==> config.mk <==
export PLATFORM = sky130hd
export DESIGN_NAME = pipe_if_stage
export DESIGN_NICKNAME = d
export VERILOG_FILES = /design/src/rtl/pipe_if_stage.sv
export SDC_FILE = /design/constraint.sdc
export NUM_CORES = 1
export LEC_CHECK = 0
export CELL_PAD_IN_SITES_DETAIL_PLACEMENT = 1
export CELL_PAD_IN_SITES_GLOBAL_PLACEMENT = 1
export CORE_ASPECT_RATIO = 1.75
export CORE_UTILIZATION = 38
export CTS_CLUSTER_DIAMETER = 200
export DETAILED_ROUTE_END_ITERATION = 12
export PLACE_DENSITY_LB_ADDON = 0.1
export SETUP_SLACK_MARGIN = 0.3
export SLEW_MARGIN = 20
export SYNTH_ARGS = -nofsm -noshare
export SYNTH_HDL_FRONTEND = slang
export SYNTH_SLANG_ARGS = --single-unit
==> constraint.sdc <==
create_clock -name clock -period 4.2 [get_ports clock]
set_input_delay 1.05 -clock clock [delete_from_list [all_inputs] [get_ports clock]]
set_output_delay 1.05 -clock clock [all_outputs]
set_load 0.005 [all_outputs]
==> src/rtl/pipe_if_stage.sv <==
// Instruction-fetch stage: PC, next-PC selection, imem handshake and IF/ID register.
// Optional build macro PIPE_IF_SQUASH_EN annuls the delay slot on every redirect.
module pipe_if_stage #(
  parameter logic [31:0] RESET_PC = 32'h0000_0000,
  parameter logic [31:0] NOP_INST = 32'h0000_0000
) (
  input  logic        clock,
  input  logic        reset,
  input  logic [31:0] bpc,
  input  logic [31:0] jpc,
  input  logic [31:0] rpc,
  input  logic [1:0]  pcsource,
  input  logic        wpcir,
  output logic        imem_req,
  output logic [31:0] imem_addr,
  input  logic [31:0] imem_rdata,
  input  logic        imem_ack,
  output logic [31:0] pc,
  output logic [31:0] dpc4,
  output logic [31:0] inst,
  output logic        dvalid
);

  typedef enum logic [0:0] {
    S_REQ  = 1'b0,
    S_HELD = 1'b1
  } state_t;

  state_t      r_state;
  logic [31:0] r_pc;
  logic [31:0] r_dpc4;
  logic [31:0] r_inst;
  logic        r_dvalid;
  logic        r_req;
  logic [31:0] r_addr;
  logic        r_redir_pend;
  logic [31:0] r_redir_pc;
  logic [31:0] r_buf;

  state_t      w_state_nxt;
  logic [31:0] w_pc_nxt;
  logic [31:0] w_dpc4_nxt;
  logic [31:0] w_inst_nxt;
  logic        w_dvalid_nxt;
  logic        w_req_nxt;
  logic [31:0] w_addr_nxt;
  logic        w_pend_nxt;
  logic [31:0] w_redir_pc_nxt;
  logic [31:0] w_buf_nxt;

  logic        w_fire;
  logic        w_redirect;
  logic [31:0] w_target;
  logic [31:0] w_seq_pc;
  logic        w_adv;
  logic [31:0] w_word;

  // A completion only counts while a request is actually outstanding.
  assign w_fire     = r_req & imem_ack;
  assign w_redirect = r_dvalid & ~wpcir & (pcsource != 2'b00);

  // Redirect target selection and the PC that follows the instruction now completing.
  always_comb begin
    case (pcsource)
      2'b01:   w_target = bpc;
      2'b10:   w_target = rpc;
      2'b11:   w_target = jpc;
      default: w_target = bpc;
    endcase
    if (w_redirect) begin
      w_seq_pc = w_target;
    end else if (r_redir_pend) begin
      w_seq_pc = r_redir_pc;
    end else begin
      w_seq_pc = r_pc + 32'd4;
    end
  end

  // Next-state, IF/ID and PC update logic.
  always_comb begin
    w_state_nxt    = r_state;
    w_pc_nxt       = r_pc;
    w_dpc4_nxt     = r_dpc4;
    w_inst_nxt     = r_inst;
    w_dvalid_nxt   = r_dvalid;
    w_pend_nxt     = r_redir_pend;
    w_redir_pc_nxt = r_redir_pc;
    w_buf_nxt      = r_buf;
    w_adv          = 1'b0;
    w_word         = r_buf;

    case (r_state)
      S_REQ: begin
        if (w_fire && !wpcir) begin
          w_adv  = 1'b1;
          w_word = imem_rdata;
        end else if (w_fire) begin
          w_buf_nxt   = imem_rdata;
          w_state_nxt = S_HELD;
        end else if (!wpcir) begin
          w_inst_nxt   = NOP_INST;
          w_dvalid_nxt = 1'b0;
        end else begin
          w_state_nxt = S_REQ;
        end
      end
      S_HELD: begin
        if (!wpcir) begin
          w_adv       = 1'b1;
          w_word      = r_buf;
          w_state_nxt = S_REQ;
        end else begin
          w_state_nxt = S_HELD;
        end
      end
      default: begin
        w_state_nxt = S_REQ;
      end
    endcase

    // A redirect that finds no completing fetch is parked until the fetch lands.
    if (w_adv) begin
      w_pc_nxt   = w_seq_pc;
      w_pend_nxt = 1'b0;
      w_dpc4_nxt = r_pc + 32'd4;
`ifdef PIPE_IF_SQUASH_EN
      if (w_redirect || r_redir_pend) begin
        w_inst_nxt   = NOP_INST;
        w_dvalid_nxt = 1'b0;
      end else begin
        w_inst_nxt   = w_word;
        w_dvalid_nxt = 1'b1;
      end
`else
      w_inst_nxt   = w_word;
      w_dvalid_nxt = 1'b1;
`endif
    end else if (w_redirect) begin
      w_pend_nxt     = 1'b1;
      w_redir_pc_nxt = w_target;
    end else begin
      w_pend_nxt = r_redir_pend;
    end

    w_req_nxt  = (w_state_nxt == S_REQ);
    w_addr_nxt = w_req_nxt ? w_pc_nxt : 32'h0000_0000;
  end

  // State and pipeline registers with synchronous reset.
  always_ff @(posedge clock) begin
    if (reset) begin
      r_state      <= S_REQ;
      r_pc         <= RESET_PC;
      r_dpc4       <= 32'h0000_0000;
      r_inst       <= NOP_INST;
      r_dvalid     <= 1'b0;
      r_req        <= 1'b0;
      r_addr       <= 32'h0000_0000;
      r_redir_pend <= 1'b0;
      r_redir_pc   <= 32'h0000_0000;
      r_buf        <= 32'h0000_0000;
    end else begin
      r_state      <= w_state_nxt;
      r_pc         <= w_pc_nxt;
      r_dpc4       <= w_dpc4_nxt;
      r_inst       <= w_inst_nxt;
      r_dvalid     <= w_dvalid_nxt;
      r_req        <= w_req_nxt;
      r_addr       <= w_addr_nxt;
      r_redir_pend <= w_pend_nxt;
      r_redir_pc   <= w_redir_pc_nxt;
      r_buf        <= w_buf_nxt;
    end
  end

  assign imem_req  = r_req;
  assign imem_addr = r_addr;
  assign pc        = r_pc;
  assign dpc4      = r_dpc4;
  assign inst      = r_inst;
  assign dvalid    = r_dvalid;

endmodule

==> metrics.md <==
| Metric | Value |
|---|---|
| Synth unique cells | `67` |
| Area grow syn2layout | `36.91%` |
| Status | `completed` |
| #FFs+latches synth | `196` |
| Post-synth EDFFs | `0` |
| WL final | `35740 um` |
| Postcts setup bufs | `0` |
| CTS HTree Levels | `4` |
| Placer Congestion | `0.8646` |
| Slew Viols, Final | `0` |
| Slew margin rel. | `0.3071` |
| Crit path DAT | `3.54 ns` |
| Core Box Area | `24020 um^2` |
| Final min period | `3.166 ns` |
| # setup viols final | `0` |
| Fmax | `0.3158 GHz` |
| Area share of the largest cell type after synthesis | `0.4208` |
| Post_cts resized | `0` |
| Peak VDD IR | `0.0002738 V` |
| Synth area leaders | `dfxtp_1, mux2i_1, a21oi_1` |
| Async set-reset flop share out of synthesis | `0` |
| Crit start category | `input pin` |
| Via count | `about 9400` |
| Worst-Skew Late Latency | `0.44 ns` |
| Num ports | `between 200 and 300` |
| Antenna viol nets, final | `0` |
| CTS Buffer Depth | `2` |
| Post-CTS Hold Buffers | `0` |
| Worst Hold Class | `register to register` |
| Number of port buffers | `about 260` |
| Cts bufs inserted | `17` |
| CP required | `4.58 ns` |
| Die H | `209.2 um` |
| Clock-pin transition on the worst setup and hold timing paths | `0.07 ns` |
| CTS tree | `yes` |
| Sequential-to-total area share from yosys stat | `0.4208` |
| Drt first pass iters | `4` |
| Setup TNS Final | `0 ns` |
| Crit share post-route | `0.7539` |
| Mapped Area | `9325 um^2` |
| Critical path class | `input pin to register` |
| Top FF cell, synth | `dfxtp_1` |
| Routed len/inst | `21.26 um` |
| Cell count after synthesis | `1143` |
| Final Skew | `0.01006 ns` |
| Crit. End Element | `register` |
| Leak | `4.796 nW` |
| Largest area contributor in the netlist | `dfxtp_1` |
| Final Hold Vio Count | `0` |
| Worst reg2reg setup slack | `around 1.7 ns` |
| DR iter-0 viols | `538` |
| Max-Cap Viols | `0` |
| Tot GR Track Use | `0.2884` |
| Sink Count | `196` |
| Die Wd | `120.4 um` |
| Grt ovf | `0` |
| Vias/cell | `5.569` |
| Slew @ Worst Pin | `between 1 and 1.5 ns` |
| Synth Area per Inst | `8.159 um^2` |
| Setup slack after layout | `1.034 ns` |
| First-pass GRT wire length | `54830 um` |
| Antenna violations before repair | `0` |
| Number of global-route vias before repair | `9959` |
| Largest net degree at the start of global routing | `90` |
| Clk root buf | `clkbuf_16` |
| DRC | `0` |
| Antenna diodes | `0` |
| Most common cell after layout, fill and taps aside | `clkdlybuf4s50_1` |
| DPL Wire Length | `27310 um` |
| Nets | `1495` |
| Site row count | `75` |
| Pwr Density | `333.1 nW/um^2` |
| Layout cell share with drive strength beyond 1 | `0.06992` |
| Worst slack, placed | `0.5626 ns` |
| Ys Warns | `0` |
| Post-Syn Nets | `1278` |
| RSZ-0062 raised after global routing | `no` |
| Worst-path fanout max | `14` |
| Die area | `between 20000 and 30000 um^2` |
| Initial Util | `0.3882` |
| Commonest non-fill, non-tap cells in the layout | `clkdlybuf4s50_1, dfxtp_1, nor2_1, a21oi_1, nand2_1` |
==> synthesized netlist by cell type (3+ instances only) <==
cell type	count
dfxtp_1	196
nor2_1	182
a21oi_1	138
nand2_1	130
mux2i_1	83
clkbuf_1	42
buf_2	38
a211oi_1	31
nor3_1	28
o21ai_0	27
nand3_1	20
inv_1	15
mux2_2	13
nor3b_1	13
a31oi_1	12
xnor2_1	12
nand4_1	10
and2_1	9
nor4_1	9
nand2b_1	8
a21o_1	7
buf_1	7
o221a_2	7
and3_1	6
o221ai_1	6
o22ai_1	6
a22oi_1	5
a311oi_1	5
o2bb2ai_1	5
or3_1	5
xor2_1	5
and4_1	4
o211ai_1	4
o31a_1	4
a31o_1	3
and4_4	3
nand3b_1	3
o21a_1	3
o21ai_1	3
o31ai_1	3
==> power breakdown <==
part | total [mW] | internal, mW | switching, mW
Sequential | 1.95 | 1.91 | 0.0400
Combinational | 0.573 | 0.278 | 0.295
Clock | 1.73 | 0.993 | 0.741
Total | 4.25 | 3.18 | 1.08
==> worst max-delay path, stage by stage <==
cell	delay [ns]
clkdlybuf4s50_1	0.52
a21oi_1	0.21
nor2_1	0.86
o221ai_1	0.31
or3b_1	0.44
a31oi_1	0.15
==> registers in the layout, indices dropped and copies added (netlist names) <==
signal        count
imem_addr        32
inst             32
r_redir_pc       32
dvalid            1
r_redir_pend      1
imem_req          1
r_buf            32
dpc4             32
r_state           1
pc               32
==> cell type report <==
cell class / instances / area (um^2)
fill: 2889 / 11260
multi-input combinational: 842 / 4961
sequential: 196 / 3924
timing repair buffer: 288 / 2828
clock buffer: 18 / 429.2
tap: 308 / 385.4
clock inverter: 14 / 183.9
inverter: 15 / 56.30
==> per-layer routing <==
metal  share of wire  wire length, um  up-vias  track usage
li1                -                -     4465            -
met1            0.35            12500     4530       0.2752
met2            0.54            19250      263       0.5456
met3           0.042             1489      104      0.05186
met4           0.070             2490        0       0.1984
met5               0                0        -            0
==> cells by family (layout without fill, tap and decap cells) <==
logic type	count (synthesis)	after routing	share of synthesized area
AOI/OAI and AO/OA	282	282	0.1881
adders and majority gates	1	1	0.001342
DFF	196	196	0.4208
and+or+nand+nor	446	446	0.2199
xor gates and xnor gates	17	17	0.01597
muxes	96	96	0.1048
buffers and inverters	105	335	0.04911
==> path summary, 6_finish.rpt <==
kind,endpoint,from,depth (start not counted)
worst max register to register,imem_addr[11],dvalid,5
worst max-delay path,imem_addr[26],imem_ack,6
worst min-delay path,r_buf[8],r_buf[8],2
worst min register to register,r_buf[8],r_buf[8],2
==> per-stage QoR <==
step / std cells / hold slack (ns) / utilization / total power, mW / area [um^2]
after global placement: 1649 / 0.4388 / 0.5059 / 2.553 / 12150
after global routing: 1681 / 0.4780 / 0.5315 / 4.407 / 12770
after floorplan: 1143 / 0.4328 / - / 2.247 / 9325
final: 1681 / 0.4562 / 0.5315 / 4.253 / 12770
after CTS: 1681 / 0.4598 / 0.5315 / 4.290 / 12770
after detailed placement: 1649 / 0.4495 / 0.5059 / 2.564 / 12150
(Power assumes the default switching activity.)
